$ cat config.mk
export PLATFORM = sky130hd
export DESIGN_NAME = stb_req_arbiter
export DESIGN_NICKNAME = d
export VERILOG_FILES = /design/src/rtl/stb_arb_pkg.sv /design/src/rtl/stb_rr_pick.sv /design/src/rtl/stb_req_arbiter.sv
export SDC_FILE = /design/constraint.sdc
export NUM_CORES = 1
export LEC_CHECK = 0
export CAP_MARGIN = 40
export CELL_PAD_IN_SITES_DETAIL_PLACEMENT = 1
export CELL_PAD_IN_SITES_GLOBAL_PLACEMENT = 1
export CORE_AREA = 4 4 361 363
export CTS_BUF_LIST = sky130_fd_sc_hd__clkbuf_2
export DETAILED_ROUTE_END_ITERATION = 6
export DIE_AREA = 0 0 365 367
export HOLD_SLACK_MARGIN = 0.06
export PLACE_DENSITY_LB_ADDON = 0.1
export SLEW_MARGIN = 20
export SYNTH_ARGS = -nofsm -noshare
export SYNTH_HDL_FRONTEND = slang
export SYNTH_HIERARCHICAL = 1
export SYNTH_SLANG_ARGS = --single-unit
export TNS_END_PERCENT = 50
$ cat constraint.sdc
create_clock -name clk -period 2.04 [get_ports clk]
set_input_delay 0.408 -clock clk [delete_from_list [all_inputs] [get_ports clk]]
set_output_delay 0.408 -clock clk [all_outputs]
set_load 0.01 [all_outputs]
$ cat src/rtl/stb_arb_pkg.sv
// -----------------------------------------------------------------------------
// stb_arb_pkg
// Shared definitions for the burst_store -> axi_stb request arbiter.
//   arb_state_e          : arbiter FSM states
//   STB_BURST_LEN_W      : width of the beats-1 burst length field
//   STB_TIMEOUT_DEFAULT  : default WAIT_DONE watchdog limit (cycles)
//   id_width()           : grant-id width for a given requester count
// -----------------------------------------------------------------------------
package stb_arb_pkg;

    typedef enum logic [1:0] {
        ST_IDLE      = 2'd0,
        ST_ISSUE     = 2'd1,
        ST_WAIT_DONE = 2'd2
    } arb_state_e;

    localparam int STB_BURST_LEN_W     = 8;
    localparam int STB_TIMEOUT_DEFAULT = 4096;

    // A single requester still needs a 1-bit id so the grant port exists.
    function automatic int id_width(input int n);
        return (n > 1) ? $clog2(n) : 1;
    endfunction

endpackage

$ cat src/rtl/stb_rr_pick.sv
// -----------------------------------------------------------------------------
// stb_rr_pick
// Combinational round-robin picker. Scans req_valid starting at rr_ptr+1,
// wrapping modulo NUM_REQ, and returns the first requester found.
// Ports:
//   req_valid [NUM_REQ] in  : per-requester request
//   rr_ptr    [ID_W]    in  : last granted requester
//   found               out : at least one request is pending
//   winner    [ID_W]    out : selected requester (0 when found is low)
// -----------------------------------------------------------------------------
module stb_rr_pick #(
    parameter int NUM_REQ = 4,
    parameter int ID_W    = 2
) (
    input  logic [NUM_REQ-1:0] req_valid,
    input  logic [ID_W-1:0]    rr_ptr,
    output logic               found,
    output logic [ID_W-1:0]    winner
);

    // Candidate gi is the requester at distance gi+1 from the pointer, so
    // candidate 0 is the highest-priority position in this round.
    logic [ID_W-1:0]    cand_idx [NUM_REQ];
    logic [NUM_REQ-1:0] cand_vld;

    genvar gi;
    generate
        for (gi = 0; gi < NUM_REQ; gi++) begin : g_cand
            assign cand_idx[gi] = ID_W'((int'(rr_ptr) + gi + 1) % NUM_REQ);
            assign cand_vld[gi] = req_valid[cand_idx[gi]];
        end
    endgenerate

    // Walk from the lowest priority upward so the nearest candidate is the
    // last one written and therefore wins.
    always_comb begin
        found  = 1'b0;
        winner = '0;
        for (int k = NUM_REQ - 1; k >= 0; k--) begin
            if (cand_vld[k]) begin
                found  = 1'b1;
                winner = cand_idx[k];
            end
        end
    end

endmodule

$ cat src/rtl/stb_req_arbiter.sv
// -----------------------------------------------------------------------------
// stb_req_arbiter
// Round-robin arbiter sharing one axi_stb packet port between NUM_REQ
// burst_store requesters. The granted packet is captured, presented with a
// single-cycle stb2stb_valid pulse and held until stb2stb_done, after which
// the completion is routed back to the owner. A watchdog ends transactions
// whose completion never arrives and flags them with req_err.
// Ports:
//   clk, rst            : clock, synchronous active-high reset
//   req_valid/addr/data/burst_len/wstrb : flattened per-requester packets
//   req_ack             : one-hot pulse, packet captured
//   req_done            : one-hot pulse, transaction finished
//   req_err             : pulse with req_done on watchdog expiry
//   stb2stb_valid       : single-cycle packet pulse to axi_stb
//   stb2stb_addr/data/burst_len/wstrb : held payload
//   stb2stb_done        : completion pulse from axi_stb
//   busy                : transaction in flight (ISSUE or WAIT_DONE)
//   grant_id            : current / last granted requester
// -----------------------------------------------------------------------------
module stb_req_arbiter
    import stb_arb_pkg::*;
#(
    parameter int NUM_REQ        = 4,
    parameter int ADDR_WIDTH     = 32,
    parameter int DATA_WIDTH     = 128,
    parameter int UR_BYTE_CNT    = 16,
    parameter int TIMEOUT_CYCLES = STB_TIMEOUT_DEFAULT,
    localparam int ID_W          = id_width(NUM_REQ)
) (
    input  logic                                 clk,
    input  logic                                 rst,

    input  logic [NUM_REQ-1:0]                   req_valid,
    input  logic [NUM_REQ*ADDR_WIDTH-1:0]        req_addr,
    input  logic [NUM_REQ*DATA_WIDTH-1:0]        req_data,
    input  logic [NUM_REQ*STB_BURST_LEN_W-1:0]   req_burst_len,
    input  logic [NUM_REQ*UR_BYTE_CNT-1:0]       req_wstrb,
    output logic [NUM_REQ-1:0]                   req_ack,
    output logic [NUM_REQ-1:0]                   req_done,
    output logic [NUM_REQ-1:0]                   req_err,

    output logic                                 stb2stb_valid,
    output logic [ADDR_WIDTH-1:0]                stb2stb_addr,
    output logic [DATA_WIDTH-1:0]                stb2stb_data,
    output logic [STB_BURST_LEN_W-1:0]           stb2stb_burst_len,
    output logic [UR_BYTE_CNT-1:0]               stb2stb_wstrb,
    input  logic                                 stb2stb_done,

    output logic                                 busy,
    output logic [ID_W-1:0]                      grant_id
);

    localparam int WD_W = (TIMEOUT_CYCLES > 1) ? $clog2(TIMEOUT_CYCLES) : 1;
    // The counter starts at 0 on entry to WAIT_DONE, so expiry is decided
    // while it holds TIMEOUT_CYCLES-1 and the pulse lands TIMEOUT_CYCLES
    // cycles after entry.
    localparam logic [WD_W-1:0] WD_LAST = WD_W'(TIMEOUT_CYCLES - 1);

    // ---------------------------------------------------------------------
    // Per-slot views of the flattened request buses
    // ---------------------------------------------------------------------
    logic [ADDR_WIDTH-1:0]      slot_addr  [NUM_REQ];
    logic [DATA_WIDTH-1:0]      slot_data  [NUM_REQ];
    logic [STB_BURST_LEN_W-1:0] slot_len   [NUM_REQ];
    logic [UR_BYTE_CNT-1:0]     slot_wstrb [NUM_REQ];

    genvar gi;
    generate
        for (gi = 0; gi < NUM_REQ; gi++) begin : g_slot
            assign slot_addr[gi]  = req_addr[gi*ADDR_WIDTH +: ADDR_WIDTH];
            assign slot_data[gi]  = req_data[gi*DATA_WIDTH +: DATA_WIDTH];
            assign slot_len[gi]   = req_burst_len[gi*STB_BURST_LEN_W +: STB_BURST_LEN_W];
            assign slot_wstrb[gi] = req_wstrb[gi*UR_BYTE_CNT +: UR_BYTE_CNT];
        end
    endgenerate

    // ---------------------------------------------------------------------
    // State
    // ---------------------------------------------------------------------
    arb_state_e                 state_q,   state_d;
    logic [ID_W-1:0]            rr_ptr_q,  rr_ptr_d;
    logic [ID_W-1:0]            grant_q,   grant_d;
    logic [NUM_REQ-1:0]         ack_q,     ack_d;
    logic [NUM_REQ-1:0]         done_q,    done_d;
    logic [NUM_REQ-1:0]         err_q,     err_d;
    logic                       valid_q,   valid_d;
    logic [ADDR_WIDTH-1:0]      addr_q,    addr_d;
    logic [DATA_WIDTH-1:0]      data_q,    data_d;
    logic [STB_BURST_LEN_W-1:0] len_q,     len_d;
    logic [UR_BYTE_CNT-1:0]     wstrb_q,   wstrb_d;
    logic [WD_W-1:0]            wd_q,      wd_d;

    logic                       pick_found;
    logic [ID_W-1:0]            pick_winner;

    stb_rr_pick #(
        .NUM_REQ (NUM_REQ),
        .ID_W    (ID_W)
    ) u_pick (
        .req_valid (req_valid),
        .rr_ptr    (rr_ptr_q),
        .found     (pick_found),
        .winner    (pick_winner)
    );

    // ---------------------------------------------------------------------
    // Next-state / output logic
    // ---------------------------------------------------------------------
    always_comb begin
        state_d  = state_q;
        rr_ptr_d = rr_ptr_q;
        grant_d  = grant_q;
        ack_d    = '0;
        done_d   = '0;
        err_d    = '0;
        valid_d  = 1'b0;
        addr_d   = addr_q;
        data_d   = data_q;
        len_d    = len_q;
        wstrb_d  = wstrb_q;
        wd_d     = wd_q;

        case (state_q)
            ST_IDLE: begin
                // A done arriving here belongs to nobody and is dropped.
                if (pick_found) begin
                    addr_d              = slot_addr[pick_winner];
                    data_d              = slot_data[pick_winner];
                    len_d               = slot_len[pick_winner];
                    wstrb_d             = slot_wstrb[pick_winner];
                    grant_d             = pick_winner;
                    rr_ptr_d            = pick_winner;
                    ack_d[pick_winner]  = 1'b1;
                    valid_d             = 1'b1;
                    state_d             = ST_ISSUE;
                end
            end

            ST_ISSUE: begin
                wd_d    = '0;
                state_d = ST_WAIT_DONE;
            end

            ST_WAIT_DONE: begin
                // Payload stays untouched: axi_stb re-reads data/wstrb
                // across its AW and W beats. A real completion beats a
                // simultaneous watchdog expiry.
                if (stb2stb_done) begin
                    done_d[grant_q] = 1'b1;
                    state_d         = ST_IDLE;
                end else if (wd_q == WD_LAST) begin
                    done_d[grant_q] = 1'b1;
                    err_d[grant_q]  = 1'b1;
                    state_d         = ST_IDLE;
                end else begin
                    wd_d = wd_q + WD_W'(1);
                end
            end

            default: begin
                state_d = ST_IDLE;
            end
        endcase
    end

    // ---------------------------------------------------------------------
    // Registers
    // ---------------------------------------------------------------------
    always_ff @(posedge clk) begin
        if (rst) begin
            state_q  <= ST_IDLE;
            rr_ptr_q <= ID_W'(NUM_REQ - 1);
            grant_q  <= '0;
            ack_q    <= '0;
            done_q   <= '0;
            err_q    <= '0;
            valid_q  <= 1'b0;
            addr_q   <= '0;
            data_q   <= '0;
            len_q    <= '0;
            wstrb_q  <= '0;
            wd_q     <= '0;
        end else begin
            state_q  <= state_d;
            rr_ptr_q <= rr_ptr_d;
            grant_q  <= grant_d;
            ack_q    <= ack_d;
            done_q   <= done_d;
            err_q    <= err_d;
            valid_q  <= valid_d;
            addr_q   <= addr_d;
            data_q   <= data_d;
            len_q    <= len_d;
            wstrb_q  <= wstrb_d;
            wd_q     <= wd_d;
        end
    end

    // ---------------------------------------------------------------------
    // Outputs
    // ---------------------------------------------------------------------
    assign req_ack           = ack_q;
    assign req_done          = done_q;
    assign req_err           = err_q;
    assign stb2stb_valid     = valid_q;
    assign stb2stb_addr      = addr_q;
    assign stb2stb_data      = data_q;
    assign stb2stb_burst_len = len_q;
    assign stb2stb_wstrb     = wstrb_q;
    assign grant_id          = grant_q;
    assign busy              = (state_q == ST_ISSUE) || (state_q == ST_WAIT_DONE);

endmodule

==> qor.txt <==
status: finished with violations
violated checks: setup timing
end of the worst hold path: stb2stb_data[115]
Syn-to-layout area delta: 181%
reg2reg start: rr_ptr_q[0]
Max Cap Violations: 0
WP data arrival: 1.85 ns
Die Y: 367 um
# clock sinks: 215
nature of the critical path startpoint: register
final worst path period share: 1.11
r2r endpoint: stb2stb_data[17]
vias: 17100
share of cells above drive strength 1: 0.361
Final Cell Area: 0.0340 sq mm
final worst clock skew: 0.115 ns
Root Buffer: clkbuf_2
Fin Hold WS: 0.302 ns
Synth cell types: 43
Slew @ Worst Pin: 0.646 ns
Pwr Total: 22000 uW
multi-input logic area: 0.00784 sq mm
Post-route DRC: 0
Longest Clk Path Bufs: 3
pwr dens: 647 mW/mm^2
first-pass GRT wire length: 134000 um
worst hold path depth: 4
Initial Util: 0.0954
Ports: 943
critical path class: reg2out
Row Count: 131
clk_lat worst skew: 1.08 ns
CTS tree: built
CTS buffer count: 80
Synth Flop Type: dfxtp_1
Setup WS post-layout: -0.217 ns
Crit Path Max Fanout: 2
Critical path origin: state_q[0]
DRT antenna net count: 0
Yosys reg bits: 215
gr ovfl total: 0
Synth Cell Area: 0.0121 sq mm
setup repair after global routing missed its margin: yes
DIE AREA: 0.134 sq mm
routed len/inst: 21.4 um
YS warnings: 6
total core area: 0.127 sq mm
share of the synthesized area in the top cell type: 0.355
largest area contributor in the netlist: dfxtp_1
PortBufs: 942
Final setup viols: 175
pre-CTS setup slack: -0.928 ns
H-tree depth: 3
number of global-route vias before repair: 19500
max_slew headroom: 0.565
Post-DP HPWL: 74800 um
RD Place Congestion: 0.794
R2R depth: 9
async set or reset register ratio after synthesis: 0
Placed Area: 0.0242 sq mm
maximum clock rate: 443 MHz
largest net degree at the start of global routing: 77
Mean Syn Cell Area: 10.2 sq um
number of vias per cell: 3.64
Seq. cell area: 0.00459 sq mm
total track usage: 0.136
post-synthesis cell count: 1185
Pins Over Slew Limit: 0
Seq/Total Area, Yosys: 0.355
number of flops mapped to enable cells by yosys: 0
top post-synthesis cells by area: dfxtp_1, mux4_2, nand2_1, a21oi_1, clkbuf_1
final hold violation count: 0
fill count: 14300
final net count: 3707
Final Critical Period: 2.26 ns
Die X: 365 um
Leak: 0.0129 uW
Initial DRC Count: 379
Hold Crit Start: req_data[115]
Worst-path clk slew: 0.08 ns
worst path required time: 1.63 ns
initial antenna violation count: 13
Peak VDD IR: 0.242 mV
setup slack, reg-to-reg: -0.18 ns
WL final: 100000 um
Hold/Removal Path Class: in2reg
router iterations before antenna repair: 5
setup TNS: -13.61 ns
Critical Path End Type: primary output
Syn Nets: 1933
## worst max-delay path, stage by stage, from the launching register on
cell	delay, ns
dfxtp_2	0.34
inv_2	0.05
ha_4	0.26
buf_6	0.11
## Yosys cell counts, types with 3 or more instances
library cell,count
nand3_1,6
buf_4,7
clkbuf_1,45
nor2_1,15
or3_1,3
dfxtp_1,215
nor2b_1,3
buf_1,9
nor3_1,5
nand2b_1,13
buf_6,14
a21oi_1,195
o21ai_0,7
nand2_1,383
buf_2,33
ha_1,5
mux4_2,184
inv_1,5
## cell families (layout without fill, tap and decap cells)
family / count (synthesis) / after routing / share of synthesized area
adders and majority gates: 5 / 5 / 0.00516
buffers and inverters: 113 / 1947 / 0.0492
and+or+nand+nor: 444 / 444 / 0.148
AOI/OAI and AO/OA: 219 / 219 / 0.0962
xor gates and xnor gates: 1 / 1 / 0.000723
muxes: 188 / 188 / 0.345
DFF: 215 / 215 / 0.355
other: 0 / 9 / 0
## power by group
group / total, uW / switching (uW) / internal, uW
clock: 3940 / 2390 / 1550
sequential: 5620 / 547 / 5070
combinational: 12500 / 5210 / 7250
## sequential cells by signal, indices dropped and copies added (netlist names)
name / count
req_done: 4
stb2stb_valid: 1
grant_id: 2
req_err: 4
wd_q: 12
rr_ptr_q: 2
stb2stb_data: 128
stb2stb_burst_len: 8
req_ack: 4
state_q: 2
stb2stb_wstrb: 16
stb2stb_addr: 32
## per-stage QoR
step                utilization  cells
floorplan                     -   1185
global placement          0.191   3785
detailed placement        0.191   3785
CTS                       0.254   4608
global route              0.268   4688
finish                    0.268   4690
## worst max path at each step
stage,endpoint,slack [ns]
after floorplan,stb2stb_data[77],-0.003
after global placement,stb2stb_data[81],-0.92
after detailed placement,stb2stb_data[81],-0.93
after CTS,busy,-0.53
after global routing,busy,-0.47
final,busy,-0.22
## what timing repair did
| item | in CTS | in global routing |
|---|---|---|
| hold buffers | 668 | 0 |
| resized for setup | 1402 | 255 |
| endpoints found under the hold margin | 214 | 0 |
| pin swaps | 2 | 106 |
| endpoints found under the setup margin | 374 | 381 |
| cloned | 0 | 19 |
| setup buffers | 13 | 58 |
## area by class of cell
| type | instances | area share |
|---|---|---|
| Sequential cell | 215 | 0.135 |
| Inverter | 5 | 0.000551 |
| Timing Repair Buffer | 1800 | 0.552 |
| Clock inverter | 23 | 0.00268 |
| Multi-Input combinational cell | 857 | 0.230 |
| Clock buffer | 119 | 0.0175 |
| Antenna cell | 9 | 0.000662 |
| Tap cell | 1662 | 0.0611 |
## layout by cell type (no fill, tap or decap), types with 13 or more instances in the layout
| cell type | synthesis | final |
|---|---|---|
| clkdlybuf4s50_1 | 0 | 741 |
| dlygate4sd3_1 | 0 | 668 |
| nand2_1 | 383 | 291 |
| buf_6 | 14 | 223 |
| dfxtp_2 | 0 | 190 |
| mux4_2 | 184 | 184 |
| clkbuf_2 | 0 | 119 |
| a21oi_1 | 195 | 115 |
| buf_4 | 7 | 99 |
| nand2_2 | 0 | 90 |
| a21oi_2 | 0 | 80 |
| buf_12 | 0 | 31 |
| clkinv_1 | 0 | 19 |
| clkbuf_16 | 0 | 17 |
| nor2_1 | 15 | 13 |
| dfxtp_1 | 215 | 13 |
## routing by layer
| metal | track usage | share of wire | vias up | routed length (um) |
|---|---|---|---|---|
| li1 | - | - | 7930 | - |
| met1 | 0.132 | 0.34 | 8439 | 34600 |
| met2 | 0.273 | 0.56 | 570 | 56600 |
| met3 | 0.0336 | 0.060 | 146 | 6060 |
| met4 | 0.0479 | 0.032 | 4 | 3180 |
| met5 | 0 | 0.00022 | - | 22 |
(Power assumes the default switching activity.)
